<file path="config.mk">
export PLATFORM = sky130hd
export DESIGN_NAME = uart_instr_rx
export DESIGN_NICKNAME = d
export VERILOG_FILES = /design/src/rtl/uart_pkg.sv /design/src/rtl/uart_rx_byte.sv /design/src/rtl/uart_instr_rx.sv
export SDC_FILE = /design/constraint.sdc
export NUM_CORES = 1
export LEC_CHECK = 0
export ABC_AREA = 1
export CAP_MARGIN = 10
export CORE_MARGIN = 5
export CORE_UTILIZATION = 51
export CTS_BUF_LIST = sky130_fd_sc_hd__clkbuf_16
export DETAILED_ROUTE_END_ITERATION = 8
export PLACE_DENSITY = 0.85
export SLEW_MARGIN = 20
export SYNTH_ARGS = -nofsm -noshare
export SYNTH_HDL_FRONTEND = slang
export SYNTH_HIERARCHICAL = 1
export SYNTH_SLANG_ARGS = --single-unit
</file>
<file path="constraint.sdc">
create_clock -name clk -period 1.8 [get_ports clk]
set_input_delay 0.27 -clock clk [delete_from_list [all_inputs] [get_ports clk]]
set_output_delay 0.27 -clock clk [all_outputs]
set_load 0.01 [all_outputs]
</file>
<file path="src/rtl/uart_pkg.sv">
// Shared types and constants for the UART instruction receiver.
// Optional parity support is selected with UART_RX_PARITY_EN.
package uart_pkg;

  localparam int unsigned BYTES_PER_WORD   = 4;
  localparam int unsigned CLKS_PER_BIT_DEF = 434;

  typedef enum logic [2:0] {
    RX_IDLE   = 3'd0,
    RX_START  = 3'd1,
    RX_DATA   = 3'd2,
`ifdef UART_RX_PARITY_EN
    RX_PARITY = 3'd3,
`endif
    RX_STOP   = 3'd4
  } rx_state_e;

endpackage

</file>
<file path="src/rtl/uart_rx_byte.sv">
// UART bit receiver: synchronizer, start/data/stop sampling, byte out.
// With UART_RX_PARITY_EN an even-parity bit precedes the stop bit.
module uart_rx_byte
  import uart_pkg::*;
#(
  parameter int unsigned CLKS_PER_BIT = CLKS_PER_BIT_DEF
) (
  input  logic       clk,
  input  logic       rst,
  input  logic       rx_i,
  output logic [7:0] byte_o,
  output logic       byte_valid_o,
  output logic       frame_err_o
);

  localparam int unsigned CW = $clog2(CLKS_PER_BIT);
  localparam logic [CW-1:0] LAST = CW'(CLKS_PER_BIT - 1);
  localparam logic [CW-1:0] HALF = CW'(CLKS_PER_BIT / 2 - 1);

  rx_state_e     state_q, state_d;
  logic [1:0]    sync_q;
  logic [CW-1:0] cnt_q, cnt_d;
  logic [2:0]    bit_q, bit_d;
  logic [7:0]    shift_q, shift_d;
  logic          par_q, par_d;
  logic          rx_s;

  assign rx_s   = sync_q[1];
  assign byte_o = shift_q;

  always_ff @(posedge clk or negedge rst) begin
    if (!rst) begin
      sync_q  <= 2'b11;
      state_q <= RX_IDLE;
      cnt_q   <= '0;
      bit_q   <= '0;
      shift_q <= '0;
      par_q   <= 1'b0;
    end else begin
      sync_q  <= {sync_q[0], rx_i};
      state_q <= state_d;
      cnt_q   <= cnt_d;
      bit_q   <= bit_d;
      shift_q <= shift_d;
      par_q   <= par_d;
    end
  end

  always_comb begin
    state_d      = state_q;
    cnt_d        = cnt_q;
    bit_d        = bit_q;
    shift_d      = shift_q;
    par_d        = par_q;
    byte_valid_o = 1'b0;
    frame_err_o  = 1'b0;
    unique case (state_q)
      RX_IDLE: begin
        cnt_d = '0;
        bit_d = '0;
        par_d = 1'b0;
        if (!rx_s) state_d = RX_START;
      end
      RX_START: begin
        if (cnt_q == HALF) begin
          cnt_d   = '0;
          state_d = rx_s ? RX_IDLE : RX_DATA;
        end else begin
          cnt_d = cnt_q + 1'b1;
        end
      end
      RX_DATA: begin
        if (cnt_q == LAST) begin
          cnt_d   = '0;
          shift_d = {rx_s, shift_q[7:1]};
          bit_d   = bit_q + 1'b1;
`ifdef UART_RX_PARITY_EN
          if (bit_q == 3'd7) state_d = RX_PARITY;
`else
          if (bit_q == 3'd7) state_d = RX_STOP;
`endif
        end else begin
          cnt_d = cnt_q + 1'b1;
        end
      end
`ifdef UART_RX_PARITY_EN
      RX_PARITY: begin
        if (cnt_q == LAST) begin
          cnt_d   = '0;
          par_d   = rx_s ^ (^shift_q);
          state_d = RX_STOP;
        end else begin
          cnt_d = cnt_q + 1'b1;
        end
      end
`endif
      RX_STOP: begin
        if (cnt_q == LAST) begin
          cnt_d   = '0;
          state_d = RX_IDLE;
          // a parity mismatch is only reported here, as a framing error
          if (rx_s && !par_q) byte_valid_o = 1'b1;
          else                frame_err_o  = 1'b1;
        end else begin
          cnt_d = cnt_q + 1'b1;
        end
      end
      default: state_d = RX_IDLE;
    endcase
  end

endmodule

</file>
<file path="src/rtl/uart_instr_rx.sv">
// Assembles received UART bytes into little-endian 32-bit words.
// Build with UART_RX_PARITY_EN to expect an even-parity bit per byte.
module uart_instr_rx
  import uart_pkg::*;
#(
  parameter int unsigned CLKS_PER_BIT = CLKS_PER_BIT_DEF
) (
  input  logic        clk,
  input  logic        rst,
  input  logic        i_rx,
  output logic        o_word_valid,
  output logic [31:0] o_word,
  output logic [1:0]  o_byte_idx,
  output logic        o_frame_err
);

  localparam logic [1:0] LAST_IDX = 2'(BYTES_PER_WORD - 1);

  logic [7:0]  rx_byte;
  logic        rx_valid;
  logic        rx_err;
  logic [1:0]  idx_q, idx_d;
  logic [31:0] stage_q, stage_d;
  logic [31:0] word_q, word_d;
  logic        wvalid_q, wvalid_d;
  logic        ferr_q, ferr_d;

  uart_rx_byte #(
    .CLKS_PER_BIT(CLKS_PER_BIT)
  ) u_rx (
    .clk         (clk),
    .rst         (rst),
    .rx_i        (i_rx),
    .byte_o      (rx_byte),
    .byte_valid_o(rx_valid),
    .frame_err_o (rx_err)
  );

  always_ff @(posedge clk or negedge rst) begin
    if (!rst) begin
      idx_q    <= '0;
      stage_q  <= '0;
      word_q   <= '0;
      wvalid_q <= 1'b0;
      ferr_q   <= 1'b0;
    end else begin
      idx_q    <= idx_d;
      stage_q  <= stage_d;
      word_q   <= word_d;
      wvalid_q <= wvalid_d;
      ferr_q   <= ferr_d;
    end
  end

  always_comb begin
    idx_d    = idx_q;
    stage_d  = stage_q;
    word_d   = word_q;
    wvalid_d = 1'b0;
    ferr_d   = 1'b0;
    if (rx_valid) begin
      stage_d[idx_q*8 +: 8] = rx_byte;
      idx_d = idx_q + 1'b1;
      if (idx_q == LAST_IDX) begin
        word_d   = {rx_byte, stage_q[23:0]};
        wvalid_d = 1'b1;
      end
    end else if (rx_err) begin
      // staged bytes are left in place; they get overwritten before reuse
      idx_d  = '0;
      ferr_d = 1'b1;
    end
  end

  assign o_word_valid = wvalid_q;
  assign o_word       = word_q;
  assign o_byte_idx   = idx_q;
  assign o_frame_err  = ferr_q;

endmodule

</file>
==> flow_metrics.env, run 1 <==
export IMPL_min_period_ps=1800
export IMPL_leakage_uw=0.00256
export IMPL_dp_cells=596
export IMPL_yosysUniqueCellTypes=30
export IMPL_syn_num_nets=469
export IMPL_fmax_ghz=0.556
export IMPL_skew_ps=9.41
export IMPL_whs_ps=339
export IMPL_clockBufferDepth=2
export IMPL_netlist_area_um2=3870
export IMPL_post_dp_hpwl_mm=5.38
export IMPL_hold_path_class="in2reg"
export IMPL_criticalPathCategory="reg2reg"
export IMPL_worstPathRequired_ps=2080
export IMPL_cp_max_fo=13
export IMPL_drt_pre_antenna_iters=4
export IMPL_antenna_found_initial=0
export IMPL_post_route_cell_area_um2=4940
export IMPL_clock_latency_ps=340
export IMPL_seq_area_frac_synth=0.550
export IMPL_avgRoutedWirePerCell_um=14.4
export IMPL_syn_inst=456
export IMPL_grt_remaining_overflow=0
export IMPL_antenna_left=0
export IMPL_yosys_warnings=6
export IMPL_core_um2=7330
export IMPL_fin_cells=621
export IMPL_h_tree_depth=3
export IMPL_cp_data_arrival_time_ps=2080
export IMPL_grt_max_degree=86
export IMPL_ys_ff_latch=85
export IMPL_crit_buf_inv=5
export IMPL_seqCellArea_um2=2130
export IMPL_outcome="finished, final reports clean"
export IMPL_maxCapViolations=0
export IMPL_wl_mm=8.91
export IMPL_dpl_cell_area_um2=4430
export IMPL_post_route_period_util=1.00
export IMPL_num_rows=31
export IMPL_slew_headroom=0.711
export IMPL_cp_top_family="simple AND/OR/NAND/NOR gates"
export IMPL_cts_tree="done"
export IMPL_clock_sinks=85
export IMPL_crit_path_end_kind="flip-flop"
export IMPL_worst_setup_path_start_kind="flip-flop"
export IMPL_drt_iter0_markers=190
export IMPL_drc=0
export IMPL_power_density_nw_per_um2=769
export IMPL_viasPerCell=5.18
export IMPL_crit_path_max_incr_delay_ps=390
export IMPL_die_w_um=97.1
export IMPL_tightest_slew_ps=434
export IMPL_diodes=0
export IMPL_cts_buffers=9
export IMPL_multiInputGateArea_um2=1590
export IMPL_syn_to_final_growth_pct=27.7
export IMPL_grt_pass1_vias=3060
export IMPL_vias=3218
export IMPL_slew_violations=0
export IMPL_gp_congestion=0.838
export IMPL_grt_total_usage=0.181
export IMPL_die_h_um=97.1
export IMPL_drive_above_1_share=0.159
export IMPL_crit_chain="inv_2, ha_4, nand2_2, nor2_4, nand2_4, inv_1, nand2_2, nor2_4, buf_4, nand2_8, inv_4, clkbuf_16, nand2_1, nand2_1"
export IMPL_grt_first_pass_wirelength_mm=13.9
export IMPL_postSynthAreaPerCell_um2=8.49
export IMPL_die_area_um2=9430
export IMPL_cts_root_buffer_cell="clkbuf_16"
export IMPL_setup_viol=0
export IMPL_initial_core_util=0.528
export IMPL_fillCellCount=524
export IMPL_peakVddDrop_mv=0.596
export IMPL_layout_nets=531
export IMPL_io_buffers=38
export IMPL_slowest_stage="dfrtp_1"
export IMPL_final_hold_viol_count=0
export IMPL_ios=39
export IMPL_clk_transition_reported_paths_ps=60
export IMPL_final_setup_tns_ps=0
==> through the flow <==
step	setup WS [ps]	power, uW	util
after floorplan	23.3	1950	-
after global placement	-12.4	2000	0.605
after detailed placement	-62.5	2000	0.605
after CTS	4.01	3820	0.652
after global routing	-84.4	3920	0.674
final	0.0175	3800	0.674
==> synthesized netlist by cell type <==
cell type    n  area (um^2)
nor3_2       1         10.0
nor2_2       3         18.8
xor2_1       1         8.76
nor4_1       1         6.26
nand2_2      9         56.3
o21ai_2      3         26.3
ha_1        10          125
buf_4        3         22.5
buf_6        3         33.8
nor3b_2      1         12.5
inv_4        1         6.26
nor2_4       4         45.0
o21ai_1      1         5.00
nand2_4      2         22.5
dfstp_2      2         52.6
or2_1        1         6.26
nand3_1     22          110
o21ai_0     21          105
nand3_4      1         17.5
nor2_8       1         20.0
buf_2        5         25.0
or2_2        1         6.26
inv_1       29          109
nand4_1      2         12.5
nor2_1      31          116
nand2_1    202          758
dfrtp_1     83         2080
inv_2        5         18.8
a21oi_1      6         30.0
a31oi_1      1         6.26
==> placed cells by master (no fill, tap or decap), types with 2 or more instances in the layout <==
cell type	n
a21oi_1	6
buf_12	3
buf_4	14
buf_6	4
clkbuf_16	12
clkdlybuf4s50_1	37
clkinv_4	2
clkinvlp_4	2
dfrtp_1	83
dfstp_2	2
ha_1	9
inv_1	28
inv_2	5
inv_4	2
nand2_1	196
nand2_2	13
nand2_4	3
nand3_1	22
nand4_1	2
nor2_1	30
nor2_2	2
nor2_4	6
o21ai_0	19
o21ai_1	2
o21ai_2	4
==> timing repair <==
| action | 4_1_cts | 5_1_grt |
|---|---|---|
| gates cloned | 0 | 4 |
| buffers inserted | 4 | 1 |
| pin swaps | 3 | 10 |
| hold buffers | 1 | 0 |
| endpoints found under the hold margin | 83 | 0 |
| resized for setup | 2 | 20 |
| endpoints found under the setup margin | 24 | 58 |
==> routing by layer <==
layer / part of all wire / global-route usage / wire length (um)
met5: 0 / 0 / 0
met4: 0.024 / 0.0864 / 214
met3: 0.059 / 0.0438 / 528
met2: 0.50 / 0.296 / 4420
met1: 0.42 / 0.225 / 3750
==> cell type report <==
cell class | count | area share
sequential | 85 | 0.431
multi-input combinational | 325 | 0.321
timing repair buffer | 62 | 0.135
clock buffer | 9 | 0.0456
inverter | 35 | 0.0276
tap | 99 | 0.0251
clock inverter | 6 | 0.0149
==> flip-flops by register name (all words and copies together) (netlist names) <==
| name | count |
|---|---|
| o_byte_idx | 2 |
| o_frame_err | 1 |
| o_word | 32 |
| o_word_valid | 1 |
| stage_q | 24 |
| u_rx/bit_q | 3 |
| u_rx/byte_o | 8 |
| u_rx/cnt_q | 9 |
| u_rx/state_q | 3 |
| u_rx/sync_q | 2 |
==> worst reg2reg max path: stages, from the launching register on <==
cell and delay, ps:
dfrtp_1 390, inv_2 80, ha_4 120, nand2_2 60, nor2_4 130, nand2_4 60
inv_1 70, nand2_2 70, nor2_4 110, buf_4 150, nand2_8 90, inv_4 100
clkbuf_16 160, nand2_1 70, nand2_1 70
==> worst paths after layout <==
check / start / endpoint / slack (ps) / cells past startpoint
hold / removal: i_rx / u_rx/sync_q[0]$_DFF_PN1_ / 340 / 1
setup / recovery: u_rx/cnt_q[1]$_DFFE_PN0P_ / o_word[24]$_DFFE_PN0P_ / 0.02 / 14
min in group asynchronous: rst / u_rx/state_q[0]$_DFFE_PN0P_ / 500 / 3
max in group asynchronous: rst / u_rx/sync_q[0]$_DFF_PN1_ / 960 / 3
setup reg to reg: u_rx/cnt_q[1]$_DFFE_PN0P_ / o_word[24]$_DFFE_PN0P_ / 0.02 / 14
hold reg to reg: u_rx/sync_q[0]$_DFF_PN1_ / u_rx/sync_q[1]$_DFF_PN1_ / 360 / 0
==> where the power goes <==
part / switching, uW / total [uW] / internal [uW]
Clock: 755 / 1830 / 1080
Sequential: 1.45 / 1920 / 1910
Combinational: 38.2 / 47.9 / 9.77
Total: 795 / 3800 / 3000
==> cell families after synthesis <==
family,after synthesis,synth area share
and+or+nand+nor,282,0.315
adders and majority gates,10,0.0323
buffers and inverters,46,0.0556
DFF,85,0.550
AOI/OAI and AO/OA,32,0.0446
xor gates and xnor gates,1,0.00226
No activity file was read; power rests on OpenSTA's default activity.
==> run 2: changes to the inputs <==
--- a/config.mk
+++ b/config.mk
@@ -6,7 +6,6 @@
 export NUM_CORES = 1
 export LEC_CHECK = 0
 export ABC_AREA = 1
-export CAP_MARGIN = 10
 export CORE_MARGIN = 5
 export CORE_UTILIZATION = 51
 export CTS_BUF_LIST = sky130_fd_sc_hd__clkbuf_16
==> results of run 2 <==
Same layout as run 1: the final DEF is identical, and so are final timing and power.
==> run 3: changes to the inputs <==
--- a/config.mk
+++ b/config.mk
@@ -10,6 +10,7 @@
 export CORE_UTILIZATION = 51
 export CTS_BUF_LIST = sky130_fd_sc_hd__clkbuf_16
 export DETAILED_ROUTE_END_ITERATION = 8
+export GPL_TIMING_DRIVEN = 0
 export PLACE_DENSITY = 0.85
 export SLEW_MARGIN = 20
 export SYNTH_ARGS = -nofsm -noshare
==> run 3 against run 2 <==
Compared with the run above: the run now ends with negative setup slack left; sequential share of layout area down 2.3 points; clock skew rose by 3.8 ps; largest cell class unchanged; largest power group unchanged; combinational power rose by 6.3%; critical path type unchanged.
==> flow_metrics.env, run 3 (same netlist as run 1, synthesis figures left out) <==
export IMPL_outcome="complete, but fails checks"
export IMPL_violations="negative setup slack"
export IMPL_gp_congestion=0.874
export IMPL_dp_slack_ps=-262
export IMPL_clk_transition_reported_paths_ps=70
export IMPL_wl_mm=10.1
export IMPL_setup_viol=1
export IMPL_final_cell_mix="nand2_1 (156), dfrtp_1 (82), nand2_2 (41)"
export IMPL_rsz0062_at_grt="yes"
export IMPL_hold_path_class="in2reg"
export IMPL_worstPathRequired_ps=2040
export IMPL_clock_sinks=85
export IMPL_slew_headroom=0.679
export IMPL_peakVddDrop_mv=0.539
export IMPL_cts_buffers=9
export IMPL_antenna_found_initial=0
export IMPL_skew_ps=13.2
export IMPL_grt_total_usage=0.188
export IMPL_die_w_um=97.1
export IMPL_post_dp_hpwl_mm=5.69
export IMPL_largest_reg_flops=32
export IMPL_criticalPathCategory="reg2reg"
export IMPL_io_buffers=38
export IMPL_die_h_um=97.1
export IMPL_rrSetupSlack_ps=-0.9
export IMPL_post_route_period_util=1.00
export IMPL_core_um2=7330
export IMPL_power_density_nw_per_um2=733
export IMPL_grt_max_degree=52
export IMPL_num_rows=31
export IMPL_grt_remaining_overflow=0
export IMPL_diodes=0
export IMPL_slew_violations=0
export IMPL_dpl_cell_area_um2=4400
export IMPL_post_route_cell_area_um2=5220
export IMPL_layout_commonest_cell="nand2_1"
export IMPL_ios=39
export IMPL_maxCapViolations=0
export IMPL_clockBufferDepth=2
export IMPL_syn_to_final_growth_pct=34.9
export IMPL_initial_core_util=0.528
export IMPL_cp_max_fo=7
export IMPL_cts_tree="done"
export IMPL_leakage_uw=0.00274
export IMPL_min_period_ps=1800
export IMPL_drt_pre_antenna_iters=5
export IMPL_vias=3387
export IMPL_fillCellCount=461
export IMPL_setup_ws_ps=-0.860
export IMPL_cp_data_arrival_time_ps=2040
export IMPL_fmax_ghz=0.555
export IMPL_avgRoutedWirePerCell_um=16.2
export IMPL_h_tree_depth=3
export IMPL_antenna_left=0
export IMPL_final_hold_viol_count=0
export IMPL_crit_path_end_kind="flip-flop"
export IMPL_drc=0
export IMPL_viasPerCell=5.44
export IMPL_die_area_um2=9430
export IMPL_worst_setup_path_start_kind="flip-flop"
export IMPL_grt_first_pass_wirelength_mm=14.4
export IMPL_layout_nets=533
export IMPL_clock_latency_ps=350
export IMPL_drive_above_1_share=0.254
export IMPL_tightest_slew_ps=482
export IMPL_grt_pass1_vias=3119
export IMPL_cts_root_buffer_cell="clkbuf_16"
export IMPL_drt_iter0_markers=313
[run 3: power by group]
part / total (uW) / internal [uW] / leakage (uW) / switching, uW
combinational: 50.9 / 11.4 / 0.00143 / 39.5
sequential: 1920 / 1910 / 0.00116 / 1.19
clock: 1860 / 1080 / 0.000139 / 780
total: 3820 / 3000 / 0.00274 / 821
[run 3: critical path: stages (launching register included)]
cell       delay, ps
dfrtp_1          390
inv_2             90
ha_4             140
nand2_4           50
nor2_4           120
nand2_4           60
inv_2             50
nand2_2           60
nor2_4           120
buf_12           160
nand2_8          120
clkbuf_16        190
nand2_1           80
nand2_1           70
[run 3: timing repair]
action	CTS	global route
gates resized for setup	8	110
buffers inserted	2	7
pin swaps	4	32
hold buffers	1	0
gates cloned	1	4
endpoints found under the hold margin	34	0
endpoints found under the setup margin	60	60
[run 3: per-layer routing]
layer	part of all wire	vias to the layer above	GRT usage
li1	-	1554	-
met3	0.065	41	0.0467
met2	0.50	157	0.289
met5	0	-	0
met1	0.39	1635	0.245
met4	0.039	0	0.102
[run 3: worst paths after layout]
path / start / end / cells after the start
min in group asynchronous: rst / u_rx/cnt_q[2]$_DFFE_PN0P_ / 2
hold / removal: i_rx / u_rx/sync_q[0]$_DFF_PN1_ / 1
hold reg to reg: u_rx/sync_q[0]$_DFF_PN1_ / u_rx/sync_q[1]$_DFF_PN1_ / 0
max in group asynchronous: rst / u_rx/sync_q[0]$_DFF_PN1_ / 3
setup / recovery: u_rx/cnt_q[1]$_DFFE_PN0P_ / o_word[21]$_DFFE_PN0P_ / 13
setup reg to reg: u_rx/cnt_q[1]$_DFFE_PN0P_ / o_word[21]$_DFFE_PN0P_ / 13
[run 3: stage by stage]
stage	std cells	total power, uW	utilization	setup TNS, ps	hold slack, ps
floorplan	456	1950	-	0	-25.6
global placement	593	1990	0.597	-205360	346
detailed placement	594	2000	0.600	-8600	253
CTS	612	3830	0.647	-233	326
global route	623	3930	0.712	-1870	328
finish	623	3820	0.712	-0.860	332
[run 3: layout make-up]
cell class                      count  area (um^2)  area share
Sequential cell                    85         2130       0.408
Multi-Input combinational cell    325         1790       0.343
Timing Repair Buffer               54          594       0.114
Clock buffer                        9          225      0.0432
Inverter                           35          146      0.0281
Buffer                             10          139      0.0266
Tap cell                           99          124      0.0237
Clock inverter                      6         71.3      0.0137
